## src/rtl/rv_pkg.sv

```systemverilog
// Shared RV32I integer-register definitions: widths, ABI register indices and
// architectural reset values used by the register file and its neighbours.
package rv_pkg;

  localparam int unsigned XLEN           = 32;
  localparam int unsigned REG_ADDR_WIDTH = 5;

  localparam int unsigned REG_ZERO = 0;
  localparam int unsigned REG_SP   = 2;
  localparam int unsigned REG_GP   = 3;

  localparam logic [XLEN-1:0] SP_INIT = 32'h0000_0200;
  localparam logic [XLEN-1:0] GP_INIT = 32'h0000_0100;

  typedef logic [XLEN-1:0]           xlen_t;
  typedef logic [REG_ADDR_WIDTH-1:0] reg_addr_t;

endpackage

```

## src/rtl/regfile_scoreboard.sv

```systemverilog
// Per-register pending-write tracker: issue marks a destination pending,
// writeback retires it, flush drops everything; busy lookup per read port.
module regfile_scoreboard
  import rv_pkg::*;
#(
  parameter int unsigned NUM_REGS = 32,
  parameter int unsigned AW       = $clog2(NUM_REGS),
  parameter int unsigned NUM_RD   = 2,
  parameter int unsigned BYPASS   = 1
) (
  input  logic                 clk,
  input  logic                 rst,
  input  logic                 wr_en,
  input  logic [AW-1:0]        wr_addr,
  input  logic                 sb_set,
  input  logic [AW-1:0]        sb_addr,
  input  logic                 sb_flush,
  input  logic [NUM_RD*AW-1:0] rs_addr,
  output logic [NUM_RD-1:0]    rs_busy
);

  logic [NUM_REGS-1:0] pending;
  logic [NUM_REGS-1:0] pending_nxt;

  // Retire first so a new producer on the same register re-marks it; flush beats both.
  always_comb begin
    pending_nxt = pending;
    if (wr_en && (wr_addr != AW'(REG_ZERO))) begin
      pending_nxt[wr_addr] = 1'b0;
    end
    if (sb_set && (sb_addr != AW'(REG_ZERO))) begin
      pending_nxt[sb_addr] = 1'b1;
    end
    if (sb_flush) begin
      pending_nxt = '0;
    end
    pending_nxt[REG_ZERO] = 1'b0;
  end

  always_ff @(posedge clk or negedge rst) begin
    if (!rst) begin
      pending <= '0;
    end else begin
      pending <= pending_nxt;
    end
  end

  // A register being written this cycle is not a hazard when its data is forwarded.
  for (genvar i = 0; i < NUM_RD; i++) begin : g_busy
    logic [AW-1:0] rd_addr;
    logic          fwd;

    assign rd_addr    = rs_addr[i*AW +: AW];
    assign fwd        = (BYPASS != 0) && wr_en && (wr_addr == rd_addr);
    assign rs_busy[i] = pending[rd_addr] && (rd_addr != AW'(REG_ZERO)) && !fwd;
  end

endmodule

```

## src/rtl/regfile_mp.sv

```systemverilog
// Multi-read-port RV32I integer register file with optional write-to-read
// bypass and a pending-write scoreboard for RAW hazard detection.
module regfile_mp
  import rv_pkg::*;
#(
  parameter int unsigned     XLEN     = rv_pkg::XLEN,
  parameter int unsigned     NUM_REGS = 32,
  parameter int unsigned     AW       = $clog2(NUM_REGS),
  parameter int unsigned     NUM_RD   = 2,
  parameter int unsigned     BYPASS   = 1,
  parameter logic [XLEN-1:0] SP_INIT  = XLEN'(rv_pkg::SP_INIT),
  parameter logic [XLEN-1:0] GP_INIT  = XLEN'(rv_pkg::GP_INIT)
) (
  input  logic                   clk,
  input  logic                   rst,
  input  logic                   wr_en,
  input  logic [AW-1:0]          wr_addr,
  input  logic [XLEN-1:0]        wr_data,
  input  logic [NUM_RD*AW-1:0]   rs_addr,
  output logic [NUM_RD*XLEN-1:0] rs_data,
  output logic [NUM_RD-1:0]      rs_busy,
  input  logic                   sb_set,
  input  logic [AW-1:0]          sb_addr,
  input  logic                   sb_flush
);

  logic [XLEN-1:0] regs [NUM_REGS];

  // Every entry, including x0, is reset so no read can ever surface X.
  always_ff @(posedge clk or negedge rst) begin
    if (!rst) begin
      for (int unsigned i = 0; i < NUM_REGS; i++) begin
        regs[AW'(i)] <= '0;
      end
      regs[AW'(REG_SP)] <= SP_INIT;
      regs[AW'(REG_GP)] <= GP_INIT;
    end else if (wr_en && (wr_addr != AW'(REG_ZERO))) begin
      regs[wr_addr] <= wr_data;
    end
  end

  // Forwarding is held off during reset so reads show the reset contents.
  for (genvar i = 0; i < NUM_RD; i++) begin : g_rd
    logic [AW-1:0] rd_addr;
    logic          fwd;

    assign rd_addr = rs_addr[i*AW +: AW];
    assign fwd     = (BYPASS != 0) && rst && wr_en && (wr_addr == rd_addr);
    assign rs_data[i*XLEN +: XLEN] = (rd_addr == AW'(REG_ZERO)) ? '0 :
                                     fwd                        ? wr_data :
                                                                  regs[rd_addr];
  end

  regfile_scoreboard #(
    .NUM_REGS (NUM_REGS),
    .AW       (AW),
    .NUM_RD   (NUM_RD),
    .BYPASS   (BYPASS)
  ) u_scoreboard (
    .clk      (clk),
    .rst      (rst),
    .wr_en    (wr_en),
    .wr_addr  (wr_addr),
    .sb_set   (sb_set),
    .sb_addr  (sb_addr),
    .sb_flush (sb_flush),
    .rs_addr  (rs_addr),
    .rs_busy  (rs_busy)
  );

endmodule

```

## config.mk

```make
export PLATFORM = sky130hd
export DESIGN_NAME = regfile_mp
export DESIGN_NICKNAME = d
export VERILOG_FILES = /design/src/rtl/rv_pkg.sv /design/src/rtl/regfile_scoreboard.sv /design/src/rtl/regfile_mp.sv
export SDC_FILE = /design/constraint.sdc
export NUM_CORES = 2
export LEC_CHECK = 0
export CORE_MARGIN = 3
export CORE_UTILIZATION = 50
export CTS_BUF_LIST = sky130_fd_sc_hd__clkbuf_4
export CTS_CLUSTER_DIAMETER = 120
export DETAILED_ROUTE_END_ITERATION = 16
export GPL_ROUTABILITY_DRIVEN = 0
export PLACE_DENSITY = 0.76
export SYNTH_ARGS = -nofsm -noshare
export SYNTH_HDL_FRONTEND = slang
export SYNTH_SLANG_ARGS = --single-unit
```

## constraint.sdc

```tcl
create_clock -name clk -period 4.9 [get_ports clk]
set_input_delay 0.735 -clock clk [delete_from_list [all_inputs] [get_ports clk]]
set_output_delay 0.735 -clock clk [all_outputs]
set_load 0.01 [all_outputs]
```

# Word-level counts from Yosys, hierarchy flattened
# Cells that the tools add are included.
# totals
register_bits	1055
rom_bits	0
mem_bits_rw	0
wordCells	97
output_inout_bits	66
latchBits	0
mem_count	0
# op_classes
shifts	0
n_eq_ne	2
magnitude_cmp	10
div_mod_pow	0
mux	24
mul	0
reduce_logical	22
addsub	0
bitwise_logic	6
# op_table
cell	n
$bwmux W1024	1
$mux W32	12
$bmux W32 S5	2
$demux W32 S5	1
$and A32 B32 Y32	1
$not A32 Y32	1
$or A32 B32 Y32	1
$lt A5 B6 Y1 const B	4
$reduce_bool A5 Y1	4
$ge A6 B6 Y1 const B	3
$not A5 Y6	3
$logic_and A1 B1 Y1	14
$bmux W1 S5	2
$demux W1 S5	2
$eq A5 B5 Y1	2
$ge A5 B1 Y1 const B	2
$logic_not A5 Y1	2
$lt A6 B1 Y1 const B	1
$mux W1	4
$logic_not A1 Y1	2

# Depth between registers and ports, before layout
# depth
word_depth	10
mapped_depth	10

# Modules after synthesis
# A second synthesis with hierarchy kept.
# unflattened
hier_cells	4111
area_unflattened_um2	57330.0
# by_module_without_submodules
mod	cells_each	instances	area_per_inst_um2
regfile_mp	3871	1	55154.1
regfile_scoreboard	240	1	2175.8

# Worst setup path after synthesis
# OpenSTA, ideal clock, no wires.
# synth_path
kind	input-to-output
from	input port rs_addr[5]
to	output port rs_data[34]
arrival_time_ns	2.453
t_required_ns	4.165
path_buffers	3
stages	7
slack_ns	1.712
cell_sequence	clkbuf_1 clkbuf_1 buf_2 mux4_2 mux2i_1 a22oi_1 a32o_1
# synth_between
elab_chain_len	6
elab_cells_between_ends	9
classes_between	eq/ne: 1; mux: 5; bitwise: 1; reduce/logical: 2
# synth_rtl
item	line	rtl
start, declared	regfile_mp.sv:19	input logic [NUM_RD*AW-1:0] rs_addr,
$not A5 Y6 (not written as such)	regfile_mp.sv:51	regs[rd_addr];
$bmux W32 S5	regfile_mp.sv:51	
$mux W32 (not written as such) (2 in a row)	regfile_mp.sv:51	
$mux W32	regfile_mp.sv:50	fwd ? wr_data :
$mux W32 *	regfile_mp.sv:49	assign rs_data[i*XLEN +: XLEN] = (rd_addr == AW'(REG_ZERO)) ? '0 :
end, declared	regfile_mp.sv:20	output logic [NUM_RD*XLEN-1:0] rs_data,
# Mark *: on every way between the ends. The rest lies on a longest branch, timed or not. The select of a mux whose other input is x is not followed.

# Worst setup path in the final report
# layout_path
from	input port wr_addr[4]
to	output port rs_data[16]
# layout_between
elab_chain_len	4
# layout_rtl
item	line	rtl
start, declared	regfile_mp.sv:17	input logic [AW-1:0] wr_addr,
$eq A5 B5 Y1	regfile_mp.sv:48	assign fwd = (BYPASS != 0) && rst && wr_en && (wr_addr == rd_addr);
$logic_and A1 B1 Y1	regfile_mp.sv:48	
$mux W32	regfile_mp.sv:50	
$mux W32	regfile_mp.sv:49	
# Every way passes these cells.

==> key figures <==
Worst setup path
  – Worst-path maximum fanout: 4
  – Crit Path Category: primary input to output port
  – Worst EP arrival: 3950 ps
  – Crit path capture type: output port
  – Worst path required time: between 4000 and 5000 ps
  – Critical path startpoint category: primary input
  – R2R Setup Slk: 4090 ps

Final layout
  – Area delta synth->final: 12.03%
  – Layout cells sized above 1: 50.71%
  – Finished Cell Area: 63370 um2
  – # fillers: just under 9000
  – Fin util: 56.87%
  – Nets: 4112

Power
  – Switching part of the total: 28.64%
  – Clk network pwr share: 31.6%
  – Post-layout power: approximately 0.024 W
  – P per Cell Area: 385.6 nW/um2
  – Worst vdd ir: approximately 0.28 mV
  – Sequential cell fraction of total power: 47.0%
  – Leak pwr: 27.92 nW
  – Internal power: 0.01744 W
  – Comb pwr share: 21.4%
  – Net Switching: 0.006997 W

Synthesis
  – Count leader, synth: dfrtp_1
  – Post-synth EDFFs: 0
  – Share of the synthesized area in the top cell type: 46.59%
  – Total of warnings raised by yosys: 0
  – Mapped Area: 56560 um2
  – Xor and xnor area share after synthesis: less than 1%
  – Post-synth cell types: 57
  – Post-Synth Adder-Cell Area: 0%
  – Compound-cell area share of the yosys netlist: approximately 5.4%
  – Most frequent cells after synthesis: dfrtp_1, mux2_2, mux4_2
  – Mapped Cells: 3884
  – Mux share of post-synthesis cell area: a little over two fifths
  – Simple-Gate Fraction of Synth Area: 2.119%
  – Seq/Total Area, Yosys: 46.68%
  – Largest family of logic cells by synthesized area: multiplexers
  – Ys flop type: dfrtp_1
  – Asr flop ratio synth: 100.0%
  – Mapped Avg Cell Area: around 15 um2
  – Yosys reg bits: 1055
  – Synth top area cells: dfrtp_1, mux2_2, mux4_2
  – Synth Net Count: 3941
  – Synth area leader: dfrtp_1

Detailed routing
  – Post-route DRC: 0
  – Vias per cell: 6.831
  – Post-DR wirelength/cell: ~31 um
  – DRT Pass-1 Iters: 5
  – Via count: 39070
  – Remaining antenna violation count: 0
  – Post-Route WL: between 150000 and 200000 um
  – Starting DRC count in detailed routing: 4227

Floorplan
  – Placement Rows: 122
  – # IOs: 123
  – Core area: between 100000 and 150000 um2
  – Die area: 117200 um2
  – Die Wd: 342.3 um
  – Initial Util: 50.76%
  – Die height: 342.3 um

Clocking
  – Max clock buf depth: 4
  – CTS Sinks: 1055
  – # resized after CTS: 0
  – Inserted Clock Buffers: 298
  – CTS tree: yes
  – H-tree depth: 5
  – CTS root buf: clkbuf_4
  – Worst-skew pair later-pin latency: ~1200 ps
  – CTS clk-pin slew, worst paths: 60 ps

STA
  – Max transition margin: 9.603%
  – Setup violators final: 0
  – Slew Viols, Final: 0
  – Setup TNS: 0 ps
  – RSZ-0062 raised after global routing: no
  – Max frequency: 213.4 MHz
  – Fin Clk Skew: 0 ps
  – Final period util: 95.64%
  – Setup ws final: 213.8 ps
  – Fin crit period: 4686 ps
  – Final Hold Fails: 0
  – Worst slew pin tran: 1350 ps

GRT
  – Met3 Use GR: about 7.2%
  – Pin count of the biggest net entering global routing: 188
  – First-pass GRT wire length: 261900 um
  – Total Routing Usage GR: between 30% and 40%
  – Global-route met1 utilization: between 40% and 50%
  – M2 GR Usage: 46.24%
  – Initial antenna violation count: 4
  – Overflow left after global routing: 0
  – Vias in the first global route: 40480
  – GRT busiest layer: met2

Placement
  – DP Area: about 60000 um2
  – DPL Wire Length: 103700 um
  – Count of input and output buffers: 122
  – Worst slack, placed: 322.0 ps

Min path
  – Worst hold path type: primary input to register

Run status
  – Status: completed

Flow run
  – Max cap viols: 0
-- registers in the layout (all words and copies together), names as in the netlist --
| signal | cells |
|---|---|
| regs | 1024 |
| u_scoreboard.pending | 31 |
-- cell usage in the layout, fill, tap and decap left out, types with 27 or more instances in the layout --
master,n
clkbuf_4,420
a21oi_1,34
o21ai_0,34
nand2_1,62
mux2_2,1010
buf_12,46
mux4_2,442
clkinv_1,36
a31oi_1,27
clkdlybuf4s50_1,114
buf_4,148
mux2i_1,245
a22oi_1,124
a32o_1,31
dfrtp_1,1053
o22ai_1,66
nor2_1,71
a22o_1,31
-- logic make-up after synthesis --
| logic type | Yosys count |
|---|---|
| buffers and inverters | 445 |
| muxes | 1698 |
| xor gates and xnor gates | 10 |
| AOI/OAI and AO/OA | 423 |
| DFF | 1055 |
| and+or+nand+nor | 253 |
-- final cells by class --
type | count | area (um2) | area share, %
sequential | 1055 | 26400 | 41.67
antenna | 3 | 7.507 | 0.01185
clock buffer | 420 | 3153 | 4.976
timing repair buffer | 314 | 3257 | 5.140
tap | 1488 | 1862 | 2.938
inverter | 2 | 7.507 | 0.01185
clock inverter | 53 | 264.0 | 0.4166
multi-input combinational | 2384 | 28410 | 44.84
-- power by group through the flow --
| stage | Clock [W] | Combinational [W] | Sequential, W |
|---|---|---|---|
| 2_1_floorplan | 0 | 0.00386 | 0.0112 |
| 3_3_place_gp | 0 | 0.00508 | 0.0114 |
| 3_5_place_dp | 0 | 0.00521 | 0.0116 |
| 4_1_cts | 0.00785 | 0.00522 | 0.0114 |
| 5_1_grt | 0.00836 | 0.00557 | 0.0117 |
| 6_report | 0.00773 | 0.00522 | 0.0115 |
-- layer usage --
metal  vias to the layer above  share of wire [%]
li1                      15560                  -
met3                       575                9.8
met5                         -             0.0062
met1                     20610                 39
met2                      2322                 46
met4                         2                5.3
-- critical path, cell delays in order --
cell and delay, ps:
clkdlybuf4s50_1 490, xnor2_1 230, nand4_1 370, o21ai_0 1140
a211oi_1 110, a211o_1 380, clkdlybuf4s50_1 500
-- metrics by stage --
stage / hold slack, ps / instances
floorplan: 439.4 / 3884
global placement: 376.9 / 5242
detailed placement: 383.3 / 5242
CTS: 164.7 / 5716
global route: 257.3 / 5718
finish: 276.7 / 5719
-- repair_timing --
action | in CTS | in global routing
hold buffers | 1 | 0
hold endpoints to repair | 135 | 0
buffers inserted | 0 | 0
-- path summary, 6_finish.rpt --
kind                            cells past startpoint               startpoint                 endpoint
max in group asynchronous                           5                      rst                regs[101]
worst min register to register                      0                regs[993]                regs[993]
min in group asynchronous                           3                      rst  u_scoreboard.pending[4]
worst max-delay path                                7               wr_addr[4]              rs_data[16]
worst max register to register                      2  u_scoreboard.pending[4]  u_scoreboard.pending[4]
worst min-delay path                                2              wr_data[14]                regs[174]
Note: power is estimated with default switching activity, not from simulation.
